===== src/rtl/alu_issue_stage_if.sv =====
// Issue-stage bus: decode-side handshake with instruction/operands in, execute-side entry out.
// master drives the upstream inputs and execute ready; slave is the issue register itself.
interface alu_issue_stage_if #(
  parameter int CNT_W = 16
) ();
  logic             in_valid;
  logic             in_ready;
  logic [31:0]      instr;
  logic [31:0]      rs_data;
  logic [31:0]      rt_data;
  logic             flush;
  logic             out_valid;
  logic             out_ready;
  logic [1:0]       alu_op;
  logic [5:0]       funct;
  logic [31:0]      data1;
  logic [31:0]      data2;
  logic [31:0]      store_data;
  logic [4:0]       dest_reg;
  logic             reg_write;
  logic             mem_read;
  logic             mem_write;
  logic             branch;
  logic             illegal;
  logic [CNT_W-1:0] issue_count;

  modport master (
    output in_valid, instr, rs_data, rt_data, flush, out_ready,
    input  in_ready, out_valid, alu_op, funct, data1, data2, store_data,
           dest_reg, reg_write, mem_read, mem_write, branch, illegal, issue_count
  );

  modport slave (
    input  in_valid, instr, rs_data, rt_data, flush, out_ready,
    output in_ready, out_valid, alu_op, funct, data1, data2, store_data,
           dest_reg, reg_write, mem_read, mem_write, branch, illegal, issue_count
  );
endinterface


===== src/rtl/alu_issue_stage.sv =====
// ID/EX issue register: decodes opcode into ALUop/funct/controls and selects operand B.
// Latency 1 cycle; accept and consume in one cycle replace the entry with no bubble.
// Backpressure: in_ready = !out_valid | out_ready; a stalled entry holds bit-stable.
module alu_issue_stage #(
  parameter int CNT_W = 16
) (
  input logic              clk,
  input logic              reset,
  alu_issue_stage_if.slave bus
);

  typedef struct packed {
    logic [1:0]  alu_op;
    logic [5:0]  funct;
    logic [31:0] data1;
    logic [31:0] data2;
    logic [31:0] store_data;
    logic [4:0]  dest_reg;
    logic        reg_write;
    logic        mem_read;
    logic        mem_write;
    logic        branch;
  } entry_t;

  localparam logic [5:0] OP_RTYPE = 6'b000000;
  localparam logic [5:0] OP_LW    = 6'b100011;
  localparam logic [5:0] OP_SW    = 6'b101011;
  localparam logic [5:0] OP_BEQ   = 6'b000100;
  localparam logic [5:0] OP_ADDI  = 6'b001000;

  entry_t           dec;
  entry_t           ent_q;
  logic             dec_legal;
  logic             vld_q;
  logic             ill_q;
  logic [CNT_W-1:0] cnt_q;
  logic             accept;
  logic             consume;
  logic [31:0]      imm_sext;
  logic             unused_fields;

  // rs field and shamt are not needed: rs_data arrives already read.
  assign unused_fields = ^{bus.instr[25:21], bus.instr[10:6]};

  assign imm_sext = {{16{bus.instr[15]}}, bus.instr[15:0]};

  always_comb begin
    dec            = '0;
    dec_legal      = 1'b1;
    dec.data1      = bus.rs_data;
    dec.data2      = bus.rt_data;
    dec.store_data = bus.rt_data;
    case (bus.instr[31:26])
      OP_RTYPE: begin
        dec.alu_op    = 2'b10;
        dec.funct     = bus.instr[5:0];
        dec.dest_reg  = bus.instr[15:11];
        dec.reg_write = 1'b1;
      end
      OP_LW: begin
        dec.data2     = imm_sext;
        dec.dest_reg  = bus.instr[20:16];
        dec.mem_read  = 1'b1;
        dec.reg_write = 1'b1;
      end
      OP_SW: begin
        dec.data2     = imm_sext;
        dec.mem_write = 1'b1;
      end
      OP_BEQ: begin
        dec.alu_op = 2'b01;
        dec.branch = 1'b1;
      end
      OP_ADDI: begin
        dec.data2     = imm_sext;
        dec.dest_reg  = bus.instr[20:16];
        dec.reg_write = 1'b1;
      end
      default: dec_legal = 1'b0;
    endcase
  end

  assign bus.in_ready = ~vld_q | bus.out_ready;
  assign accept       = bus.in_valid & bus.in_ready & ~bus.flush;
  assign consume      = vld_q & bus.out_ready;

  // Illegal opcodes are accepted (slot freed upstream) but never occupy the register.
  always_ff @(posedge clk) begin
    if (reset) begin
      vld_q <= 1'b0;
      ill_q <= 1'b0;
      cnt_q <= '0;
      ent_q <= '0;
    end else begin
      ill_q <= accept & ~dec_legal;
      if (consume && !bus.flush) begin
        cnt_q <= cnt_q + CNT_W'(1);
      end
      if (bus.flush) begin
        vld_q <= 1'b0;
        ent_q <= '0;
      end else if (accept && dec_legal) begin
        vld_q <= 1'b1;
        ent_q <= dec;
      end else if (consume) begin
        vld_q <= 1'b0;
      end
    end
  end

  assign bus.out_valid   = vld_q;
  assign bus.alu_op      = ent_q.alu_op;
  assign bus.funct       = ent_q.funct;
  assign bus.data1       = ent_q.data1;
  assign bus.data2       = ent_q.data2;
  assign bus.store_data  = ent_q.store_data;
  assign bus.dest_reg    = ent_q.dest_reg;
  assign bus.reg_write   = ent_q.reg_write;
  assign bus.mem_read    = ent_q.mem_read;
  assign bus.mem_write   = ent_q.mem_write;
  assign bus.branch      = ent_q.branch;
  assign bus.illegal     = ill_q;
  assign bus.issue_count = cnt_q;

endmodule


===== src/flat_wrapper.sv =====
// flat-port wrapper written by rule: the top's interface ports become plain ports
module alu_issue_stage_flat 
#(
  parameter int CNT_W = 16
)
  (clk, reset, bus_in_valid, bus_instr, bus_rs_data, bus_rt_data, bus_flush, bus_out_ready, bus_in_ready, bus_out_valid, bus_alu_op, bus_funct, bus_data1, bus_data2, bus_store_data, bus_dest_reg, bus_reg_write, bus_mem_read, bus_mem_write, bus_branch, bus_illegal, bus_issue_count);
  alu_issue_stage_if #(.CNT_W(CNT_W)) bus_i ();
  input logic clk;
  input logic reset;
  input wire logic [$bits(bus_i.in_valid)-1:0] bus_in_valid;
  input wire logic [$bits(bus_i.instr)-1:0] bus_instr;
  input wire logic [$bits(bus_i.rs_data)-1:0] bus_rs_data;
  input wire logic [$bits(bus_i.rt_data)-1:0] bus_rt_data;
  input wire logic [$bits(bus_i.flush)-1:0] bus_flush;
  input wire logic [$bits(bus_i.out_ready)-1:0] bus_out_ready;
  output wire logic [$bits(bus_i.in_ready)-1:0] bus_in_ready;
  output wire logic [$bits(bus_i.out_valid)-1:0] bus_out_valid;
  output wire logic [$bits(bus_i.alu_op)-1:0] bus_alu_op;
  output wire logic [$bits(bus_i.funct)-1:0] bus_funct;
  output wire logic [$bits(bus_i.data1)-1:0] bus_data1;
  output wire logic [$bits(bus_i.data2)-1:0] bus_data2;
  output wire logic [$bits(bus_i.store_data)-1:0] bus_store_data;
  output wire logic [$bits(bus_i.dest_reg)-1:0] bus_dest_reg;
  output wire logic [$bits(bus_i.reg_write)-1:0] bus_reg_write;
  output wire logic [$bits(bus_i.mem_read)-1:0] bus_mem_read;
  output wire logic [$bits(bus_i.mem_write)-1:0] bus_mem_write;
  output wire logic [$bits(bus_i.branch)-1:0] bus_branch;
  output wire logic [$bits(bus_i.illegal)-1:0] bus_illegal;
  output wire logic [$bits(bus_i.issue_count)-1:0] bus_issue_count;
  assign bus_i.in_valid = bus_in_valid;
  assign bus_i.instr = bus_instr;
  assign bus_i.rs_data = bus_rs_data;
  assign bus_i.rt_data = bus_rt_data;
  assign bus_i.flush = bus_flush;
  assign bus_i.out_ready = bus_out_ready;
  assign bus_in_ready = bus_i.in_ready;
  assign bus_out_valid = bus_i.out_valid;
  assign bus_alu_op = bus_i.alu_op;
  assign bus_funct = bus_i.funct;
  assign bus_data1 = bus_i.data1;
  assign bus_data2 = bus_i.data2;
  assign bus_store_data = bus_i.store_data;
  assign bus_dest_reg = bus_i.dest_reg;
  assign bus_reg_write = bus_i.reg_write;
  assign bus_mem_read = bus_i.mem_read;
  assign bus_mem_write = bus_i.mem_write;
  assign bus_branch = bus_i.branch;
  assign bus_illegal = bus_i.illegal;
  assign bus_issue_count = bus_i.issue_count;
  alu_issue_stage #(.CNT_W(CNT_W)) u_core (.clk(clk), .reset(reset), .bus(bus_i));
endmodule

===== config.mk =====
export PLATFORM = sky130hd
export DESIGN_NAME = alu_issue_stage_flat
export DESIGN_NICKNAME = d
export VERILOG_FILES = /design/src/rtl/alu_issue_stage_if.sv /design/src/rtl/alu_issue_stage.sv /design/src/flat_wrapper.sv
export SDC_FILE = /design/constraint.sdc
export NUM_CORES = 1
export LEC_CHECK = 0
export ABC_CLOCK_PERIOD_IN_PS = 3200
export BUFFER_PORTS_ARGS = -buffer_cell sky130_fd_sc_hd__buf_2
export CAP_MARGIN = 15
export CORE_ASPECT_RATIO = 0.75
export CORE_MARGIN = 4
export CORE_UTILIZATION = 51
export DETAILED_ROUTE_END_ITERATION = 8
export PLACE_DENSITY = 0.85
export SYNTH_ARGS = -nofsm -noshare
export SYNTH_HDL_FRONTEND = slang
export SYNTH_SLANG_ARGS = --single-unit

===== constraint.sdc =====
create_clock -name clk -period 3.2 [get_ports clk]
set_input_delay 0.48 -clock clk [delete_from_list [all_inputs] [get_ports clk]]
set_output_delay 0.48 -clock clk [all_outputs]
set_load 0.005 [all_outputs]

==> flow_summary.toml, run 1 <==
[timing]
max_freq_mhz = 465.5
final_min_period_over_clock_period = 0.6714
finalHoldViolations = 0
relSlewSlack = 0.4587
tns_ns = 0
finClkSkew_ns = 0.009432
finalSetupViolations = 0
fin_crit_ns = 2.148
setup_slack_ns = 1.052
grt_setup_unrepaired = "false"
tightestPinTransition_ns = 0.8119
slew_viol_final = 0

[detailed_routing]
drc = 0
viasPerCell = 5.863
postRouteAntennaNets = 0
via_count = 5716
routed_wl_um = 17350
drt_first_pass_iters = 5
drtIter0Drc = 566
avgRoutedWirePerCell_um = 17.79

[logic_synthesis]
ys_warn_count = 0
synth_async_sr_flop_share = 0
synth_cells = 634
ys_seq_elements = 131
ys.flop_type = "dfxtp_1"
synth-edff-count = 0
ys_seq_area_frac = 0.4860
syn-num-nets = 736
syn-mean-instance-area_um2 = 8.512
ys_types = 45
synth_area_mm2 = 0.005396

[power_and_ir_drop]
cellPowerDensity_mw_per_mm2 = 558.7
fin_total_pwr_w = 0.004009
ir_worst_vdd_mv = 0.5087
leakage_nw = 3.001

[die]
core_area_mm2 = 0.01029
initial_utilization = 0.5244
placementRows = 32
dieArea_mm2 = 0.01231
dieWidth_um = 126.8
io_pins = 233
die_y_um = 97.09

[global_route]
grt_util_met2 = 0.4512
grtUsageMet3 = 0.09176
grt_pass1_wl_um = 27660
grt_busiest_layer = "met2"
grt_start_max_net_pins = 61
grt_use_met1 = 0.3332
antenna_found_initial = 0
grt_overflow_total = 0
first_global_vias = 5499
track_usage = 0.2722

[placed_design]
hpwl_um = 11540
dpl_cell_area_mm2 = 0.006525
portBuffers = 227
dpl_worst_slack_ns = 0.7813
gp_congestion = 0.8119

[cells_and_area]
drive_above_1_share = 0.3480
seqCellArea_mm2 = 0.002623
final_nets = 928
final_area_mm2 = 0.007176
multi_input_area_mm2 = 0.002466
area_growth_pct = 32.97
num_antenna_cells = 0
fillCellCount = 803
fin_util = 0.6973

[cts]
cts_tree = "yes"
cts_inserted_buffers = 17
cts_root_buffer = "clkbuf_16"
cts_resized = 0
postCtsSetupBuffers = 0
cts.sinks = 131
hold_buffers = 0
h-tree-depth = 4
insertion_delay_ns = 0.41
cts_max_path_buffers = 2
clkTransAtPathRegs_ns = 0.06

[outcome]
status = "finished clean"

[critical_path]
critPathArrivalTime_ns = 2.40
start_kind = "flip-flop"
cp_data_required_time_ns = 3.45
end_kind = "flip-flop"
crit_fanout = 44
worstSetupPathType = "reg2reg"

[worst_hold_path]
hp-class = "in2reg"

[job]
maxCapViolCount = 0
==> report_power, final <==
| part | total [W] | switching, W | leakage [nW] | internal, W |
|---|---|---|---|---|
| Clock | 0.00213 | 0.000728 | 0.317 | 0.00140 |
| Combinational | 0.000235 | 0.000156 | 1.63 | 0.0000791 |
| Sequential | 0.00164 | 0.00000342 | 1.06 | 0.00164 |
==> metal layers <==
layer / routed length, um / up-vias
li1: - / 2688
met1: 6818 / 2715
met2: 8506 / 288
met3: 1787 / 25
met4: 234 / 0
met5: 0 / -
==> metrics by stage <==
step                      cells  hold slack, ns
after floorplan             634          0.4622
after global routing        975          0.3175
after global placement      943          0.4557
after CTS                   975          0.2987
after detailed placement    943          0.4642
final                       975          0.3129
==> layout by cell type, fill, tap and decap left out, types with 2 or more instances in the layout <==
cell	netlist	layout
nor2_1	10	10
buf_4	3	10
or4_1	4	4
dfxtp_1	131	131
inv_1	4	4
or3_1	4	3
a22oi_1	5	5
nand4b_1	2	2
and4b_1	2	2
a211oi_2	10	10
nand2_1	53	53
buf_12	0	2
xor2_1	7	7
nand4_1	5	5
o31ai_1	4	4
clkinv_4	0	4
clkbuf_16	0	17
clkinv_2	0	3
and3_1	3	3
o21ai_0	76	76
a311oi_1	15	15
a21oi_1	121	121
buf_2	28	227
nand3_1	75	75
nor4_1	3	3
bufinv_16	0	5
nor3_1	3	2
a211oi_1	11	11
o21ai_1	3	2
==> layout make-up <==
type / instances / share of cell area
Inverter: 4 / 0.002092
Multi-Input combinational cell: 433 / 0.3437
Clock buffer: 19 / 0.06173
Sequential cell: 131 / 0.3655
Clock inverter: 13 / 0.02895
Timing Repair Buffer: 239 / 0.1744
Tap cell: 136 / 0.02371
==> final timing paths <==
kind | startpoint | to | slack (ns) | depth (start not counted)
worst max register to register | u_core.bus.out_valid | u_core.bus.data2[30] | 1.05 | 5
worst min-delay path | bus_rs_data[21] | u_core.bus.data1[21] | 0.31 | 3
worst max-delay path | u_core.bus.out_valid | u_core.bus.data2[30] | 1.05 | 5
worst min register to register | u_core.bus.store_data[1] | u_core.bus.store_data[1] | 0.47 | 2
==> synthesized netlist by cell type, types with 3 or more instances <==
library cell  instances  area share
nand2_1              53       0.037
a311oi_1             15       0.024
inv_1                 4      0.0028
o21ai_0              76       0.070
a211oi_2             10       0.023
nand4_1               5      0.0058
buf_1                 5      0.0035
nor4_1                3      0.0035
buf_4                 3      0.0042
clkbuf_1             28       0.019
or4_1                 4      0.0056
nand3_1              75       0.070
o21ai_1               3      0.0028
and3_1                3      0.0035
buf_2                28       0.026
dfxtp_1             131        0.49
o31ai_1               4      0.0056
or3_1                 4      0.0046
xor2_1                7       0.011
nor2_1               10      0.0070
a21oi_1             121        0.11
nor3_1                3      0.0028
a22oi_1               5      0.0070
a211oi_1             11       0.015
==> worst max-delay path: stages (launching register included) <==
cell      delay (ns)
dfxtp_1         0.34
nor2b_4         0.15
or3_2           0.79
a211oi_4        0.28
buf_4           0.29
a221oi_1        0.13
==> cells by family (layout without fill, tap and decap cells) <==
kind of cell	count (synthesis)	count (layout)	synth area share
XOR/XNOR	8	8	0.01298
adder cells (fa/ha/maj)	1	1	0.002318
AO/OA/AOI/OAI	251	251	0.2761
AND/OR/NAND/NOR	172	172	0.1600
multiplexers	1	1	0.001855
flip-flops	131	131	0.4860
buffers and inverters	70	275	0.06074
Note: power is estimated with default switching activity, not from simulation.
==> run 2: changes to the inputs <==
- ABC_AREA: not set -> 1
- ABC_CLOCK_PERIOD_IN_PS: 3200 -> 2200
- CORE_UTILIZATION: 51 -> 49
- PLACE_DENSITY: 0.85 -> 0.8
- clock period: 3.2 -> 2.2 ns (I/O delays scaled with it)
==> flow_summary.toml, run 2 <==
[critical_path]
start_kind = "flip-flop"
cp_slowest_cell = "dfxtp_1"
crit_chain = "ha_1 > nand3_1 > nor3_1 > nand3_1 > nor2_1 > nor2_1 > nor2_1"
critical_path.max_stage_delay_ns = 0.42
critPathArrivalTime_ns = 1.98
worstSetupPathType = "reg2reg"
crit_fanout = 6
cp_data_required_time_ns = 2.54
end_kind = "flip-flop"
cp_common_cell = "nor2_1"

[cts]
cts.sinks = 131
cts_inserted_buffers = 17
cts_tree = "yes"
cts_root_buffer = "clkbuf_16"
insertion_delay_ns = 0.40
hold_buffers = 0
clkTransAtPathRegs_ns = 0.06
postCtsSetupBuffers = 0
cts_resized = 0
h-tree-depth = 4
cts_max_path_buffers = 2

[timing]
slew_viol_final = 0
tightestPinTransition_ns = 0.5345
relSlewSlack = 0.6428
max_freq_mhz = 611.7
final_min_period_over_clock_period = 0.7431
finalHoldViolations = 0
grt_setup_unrepaired = "false"
setup_slack_ns = 0.5652
fin_crit_ns = 1.635
finClkSkew_ns = 0.007661
tns_ns = 0
finalSetupViolations = 0

[cells_and_area]
final_cell_mix = "nor2_1 (236), buf_2 (227), nand2_1 (225), dfxtp_1 (131), inv_1 (92)"
final_area_mm2 = 0.007777
layout_commonest_cell = "nor2_1"
seqCellArea_mm2 = 0.002623
drive_above_1_share = 0.2491
final_cells = 1282
area_growth_pct = 31.39
final_nets = 1210
num_antenna_cells = 0
fillCellCount = 1058
multi_input_area_mm2 = 0.002675

[global_route]
first_global_vias = 5149
grt_overflow_total = 0
grt_pass1_wl_um = 25500
track_usage = 0.2279
grt_start_max_net_pins = 69
antenna_found_initial = 1

[placed_design]
hpwl_um = 11330
portBuffers = 227
dpl_worst_slack_ns = 0.2946
dpl_cell_area_mm2 = 0.007171
dp.cells = 1251
gp_congestion = 0.8498

[logic_synthesis]
ys_seq_elements = 131
ys_types = 22
yosys-top-cells-area = "dfxtp_1 (44%), nor2_1 (15%), nand2_1 (14%)"
syn-mean-instance-area_um2 = 6.584
ys_warn_count = 0
synth_top_area_frac = 0.4430
synth_top_area_cell = "dfxtp_1"
synth_most_common_cell = "nor2_1"
ys_seq_area_frac = 0.4430
synth_cells = 899
synth_common_cells = "nor2_1 (237), nand2_1 (225), dfxtp_1 (131), inv_1 (92), nand3_1 (51)"
synth-edff-count = 0
synth_async_sr_flop_share = 0
synth_area_mm2 = 0.005919
ys.flop_type = "dfxtp_1"
syn-num-nets = 1001

[detailed_routing]
wl_met1_um = 6870
wl_met3_um = 1638
drtIter0Drc = 259
met2_length_um = 7645
viasPerCell = 4.731
drc = 0
drt_first_pass_iters = 7
routed_wl_um = 16260
topRoutingLayerUsed = "met5"
avgRoutedWirePerCell_um = 12.68
via_count = 6065
postRouteAntennaNets = 0

[outcome]
status = "finished clean"

[power_and_ir_drop]
pwr-share-clk = 0.513
pwr-share-seq = 0.423
ir_worst_vdd_mv = 0.4961
switching_share = 0.2143
p_switching_w = 0.001213
internal_power_w = 0.004447
cellPowerDensity_mw_per_mm2 = 727.7
leakage_nw = 3.958
pwr-share-comb = 0.064
fin_total_pwr_w = 0.005660

[die]
placementRows = 34
dieWidth_um = 134.9
core_area_mm2 = 0.01170
dieArea_mm2 = 0.01392
io_pins = 233
initial_utilization = 0.5060
die_y_um = 103.2

[worst_hold_path]
hp-class = "in2reg"

[job]
maxCapViolCount = 0
==> run 2: power by group through the flow <==
stage                     sequential (W)  clock [W]  combinational [W]
after floorplan                  0.00245          0           0.000201
after global placement           0.00244          0           0.000361
after detailed placement         0.00244          0           0.000362
after CTS                        0.00239    0.00295           0.000364
after global routing             0.00239    0.00309           0.000406
final                            0.00239    0.00290           0.000362
==> run 2: cell type report <==
type                            count  area share
Inverter                           97     0.04681
Clock buffer                       20     0.05743
Sequential cell                   131      0.3372
Timing Repair Buffer              238      0.1680
Tap cell                          162     0.02606
Multi-Input combinational cell    623      0.3440
Clock inverter                     11     0.02059
==> run 2: cell families after synthesis <==
group	Yosys count	synth area share
AND/OR/NAND/NOR	561	0.3961
buffers and inverters	145	0.1063
flip-flops	131	0.4430
AO/OA/AOI/OAI	61	0.05242
adder cells (fa/ha/maj)	1	0.002113
==> run 2: worst paths after layout <==
kind	slack [ns]	endpoint	cells after the start	from
min	0.20	u_core.bus.funct[5]	3	bus_instr[5]
max reg2reg	0.57	u_core.bus.issue_count[14]	7	u_core.bus.issue_count[0]
min reg2reg	0.46	u_core.bus.funct[5]	2	u_core.bus.funct[5]
max	0.57	u_core.bus.issue_count[14]	7	u_core.bus.issue_count[0]
==> run 2: per-stage QoR <==
step,utilization,hold slack (ns)
2_1_floorplan,-,0.3991
3_3_place_gp,0.6129,0.4442
3_5_place_dp,0.6129,0.4506
4_1_cts,0.6648,0.1854
5_1_grt,0.6648,0.1893
6_report,0.6648,0.2033
==> run 2: layer usage <==
layer / track usage / vias to the layer above
met5: 0 / -
met2: 0.3738 / 215
met4: 0.05790 / 2
met3: 0.08462 / 8
li1: - / 3161
met1: 0.2880 / 2679
==> run 2: critical path, delay by kind of cell, from the launching register on <==
kind,cells,cell delay (ns)
flip-flops,1,0.42
AND/OR/NAND/NOR,6,0.93
adder cells (fa/ha/maj),1,0.23
==> run 3: changes to the inputs <==
- ABC_AREA: 1 -> 0
- ABC_CLOCK_PERIOD_IN_PS: 2200 -> 1350
- CORE_UTILIZATION: 49 -> 43
- PLACE_DENSITY: 0.8 -> 0.76
- clock period: 2.2 -> 1.35 ns (I/O delays scaled with it)
==> flow_summary.toml, run 3 (synthesis gave the netlist of run 1 again) <==
[outcome]
status = "finished, violations left"
violations = "negative setup slack"

[detailed_routing]
viasPerCell = 5.575
drt_first_pass_iters = 5
drtIter0Drc = 521
drc = 0
avgRoutedWirePerCell_um = 18.21
postRouteAntennaNets = 0
via_count = 6094
routed_wl_um = 19900

[placed_design]
portBuffers = 227
dpl_worst_slack_ns = -0.3334
dpl_cell_area_mm2 = 0.007181
gp_congestion = 0.8366
hpwl_um = 12590

[cells_and_area]
final_area_mm2 = 0.008643
final_nets = 1016
final_cell_mix = "buf_2 (227), dfxtp_1 (125), a21oi_1 (86), buf_4 (63), nand3_1 (55)"
fillCellCount = 953
drive_above_1_share = 0.5027
fin_util = 0.7049
num_antenna_cells = 0
layout_commonest_cell = "buf_2"
area_growth_pct = 60.17

[worst_hold_path]
hp-class = "in2reg"
hold_path_startpoint = "bus_rs_data[28]"
whs_path_depth = 3

[critical_path]
crit_chain = "nor2b_4 > or3_4 > a211oi_4 > buf_6 > clkbuf_16 > a211oi_2"
crit_fanout = 8
rrSetupSlack_ns = -0.24
cp_data_required_time_ns = 1.63
crit_end = "u_core.bus.data2[28]"
end_kind = "flip-flop"
critPathArrivalTime_ns = 1.87
worstSetupPathType = "reg2reg"
cp_slowest_cell = "or3_4"
critical_path.max_stage_delay_ns = 0.43
ff2ff_path_depth = 6
start_kind = "flip-flop"
reg2reg_from = "u_core.bus.out_valid"
setup.worst_path.start = "u_core.bus.out_valid"
timing.rr.end = "u_core.bus.data2[28]"

[die]
placementRows = 35
dieWidth_um = 137.4
initial_utilization = 0.4401
dieArea_mm2 = 0.01442
core_area_mm2 = 0.01226
die_y_um = 105.0
io_pins = 233

[power_and_ir_drop]
cellPowerDensity_mw_per_mm2 = 1115
internal_power_w = 0.007445
switching_share = 0.2276
pwr-share-clk = 0.507
p_switching_w = 0.002194
leakage_nw = 3.605
ir_worst_vdd_mv = 1.147
pwr-share-seq = 0.404
pwr-share-comb = 0.090

[job]
maxCapViolCount = 0

[timing]
slew_viol_final = 0
finalHoldViolations = 0
tns_ns = -15.78
finalSetupViolations = 126
final_min_period_over_clock_period = 1.175
tightestPinTransition_ns = 0.3749
max_freq_mhz = 630.7
grt_setup_unrepaired = "true"
finClkSkew_ns = 0.01617
setup_slack_ns = -0.2356
relSlewSlack = 0.7500
fin_crit_ns = 1.586
holdWs_ns = 0.03381

[global_route]
grt_pass1_wl_um = 28860
antenna_found_initial = 0
grt_overflow_total = 0
grt_start_max_net_pins = 42
first_global_vias = 5538
track_usage = 0.2491

[cts]
clkTransAtPathRegs_ns = 0.06
cts_root_buffer = "clkbuf_16"
cts_max_path_buffers = 2
cts.sinks = 131
insertion_delay_ns = 0.41
hold_buffers = 0
cts_inserted_buffers = 17
h-tree-depth = 4
cts_tree = "yes"
[run 3: metal layers]
| metal | track usage | routed length [um] | share of wire | vias up |
|---|---|---|---|---|
| met5 | 0 | 0 | 0 | - |
| met4 | 0.05840 | 357 | 0.018 | 0 |
| met3 | 0.08229 | 1861 | 0.094 | 34 |
| met2 | 0.3947 | 9443 | 0.47 | 288 |
| met1 | 0.3285 | 8238 | 0.41 | 2905 |
| li1 | - | - | - | 2867 |
[run 3: metrics by stage]
stage	instances	total power, W
3_3_place_gp	1035	0.004633
3_5_place_dp	1035	0.004633
2_1_floorplan	634	0.004273
6_report	1093	0.009639
4_1_cts	1077	0.009531
5_1_grt	1093	0.009914
[run 3: timing repair]
action / CTS / global route
hold endpoints to repair: 0 / 0
setup buffers: 8 / 10
gates cloned: 2 / 7
gates resized for setup: 40 / 105
setup endpoints to repair: 122 / 128
pin swaps: 18 / 46
[run 3: worst min path at each step]
| stage | endpoint | slack, ns |
|---|---|---|
| finish | u_core.bus.data1[28] | 0.03 |
| floorplan | u_core.bus.data2[15] | 0.34 |
| detailed placement | u_core.bus.data1[7] | 0.46 |
| global route | u_core.bus.data1[10] | 0.03 |
| CTS | u_core.bus.data1[7] | 0.03 |
| global placement | u_core.bus.data1[16] | 0.46 |
[run 3: power by group through the flow]
stage	Combinational, W	Sequential, W	Clock (W)
CTS	0.000725	0.00389	0.00492
global route	0.000918	0.00389	0.00511
detailed placement	0.000659	0.00397	0
global placement	0.000658	0.00397	0
floorplan	0.000298	0.00397	0
finish	0.000863	0.00389	0.00488
[run 3: area by class of cell]
class | count | area [um2] | share of cell area
clock buffers | 23 | 467.9 | 0.05414
clock inverters | 9 | 152.6 | 0.01766
inverters | 4 | 17.52 | 0.002027
multi-input cells | 433 | 2883 | 0.3335
flip-flops and latches | 131 | 2630 | 0.3043
well taps | 166 | 207.7 | 0.02403
repair buffers | 327 | 2285 | 0.2643
[run 3: critical path: cells and delay by family (launching register included)]
| family | cells | cell delay (ns) |
|---|---|---|
| and+or+nand+nor | 2 | 0.55 |
| buffers and inverters | 2 | 0.31 |
| DFF | 1 | 0.32 |
| AOI/OAI and AO/OA | 2 | 0.27 |
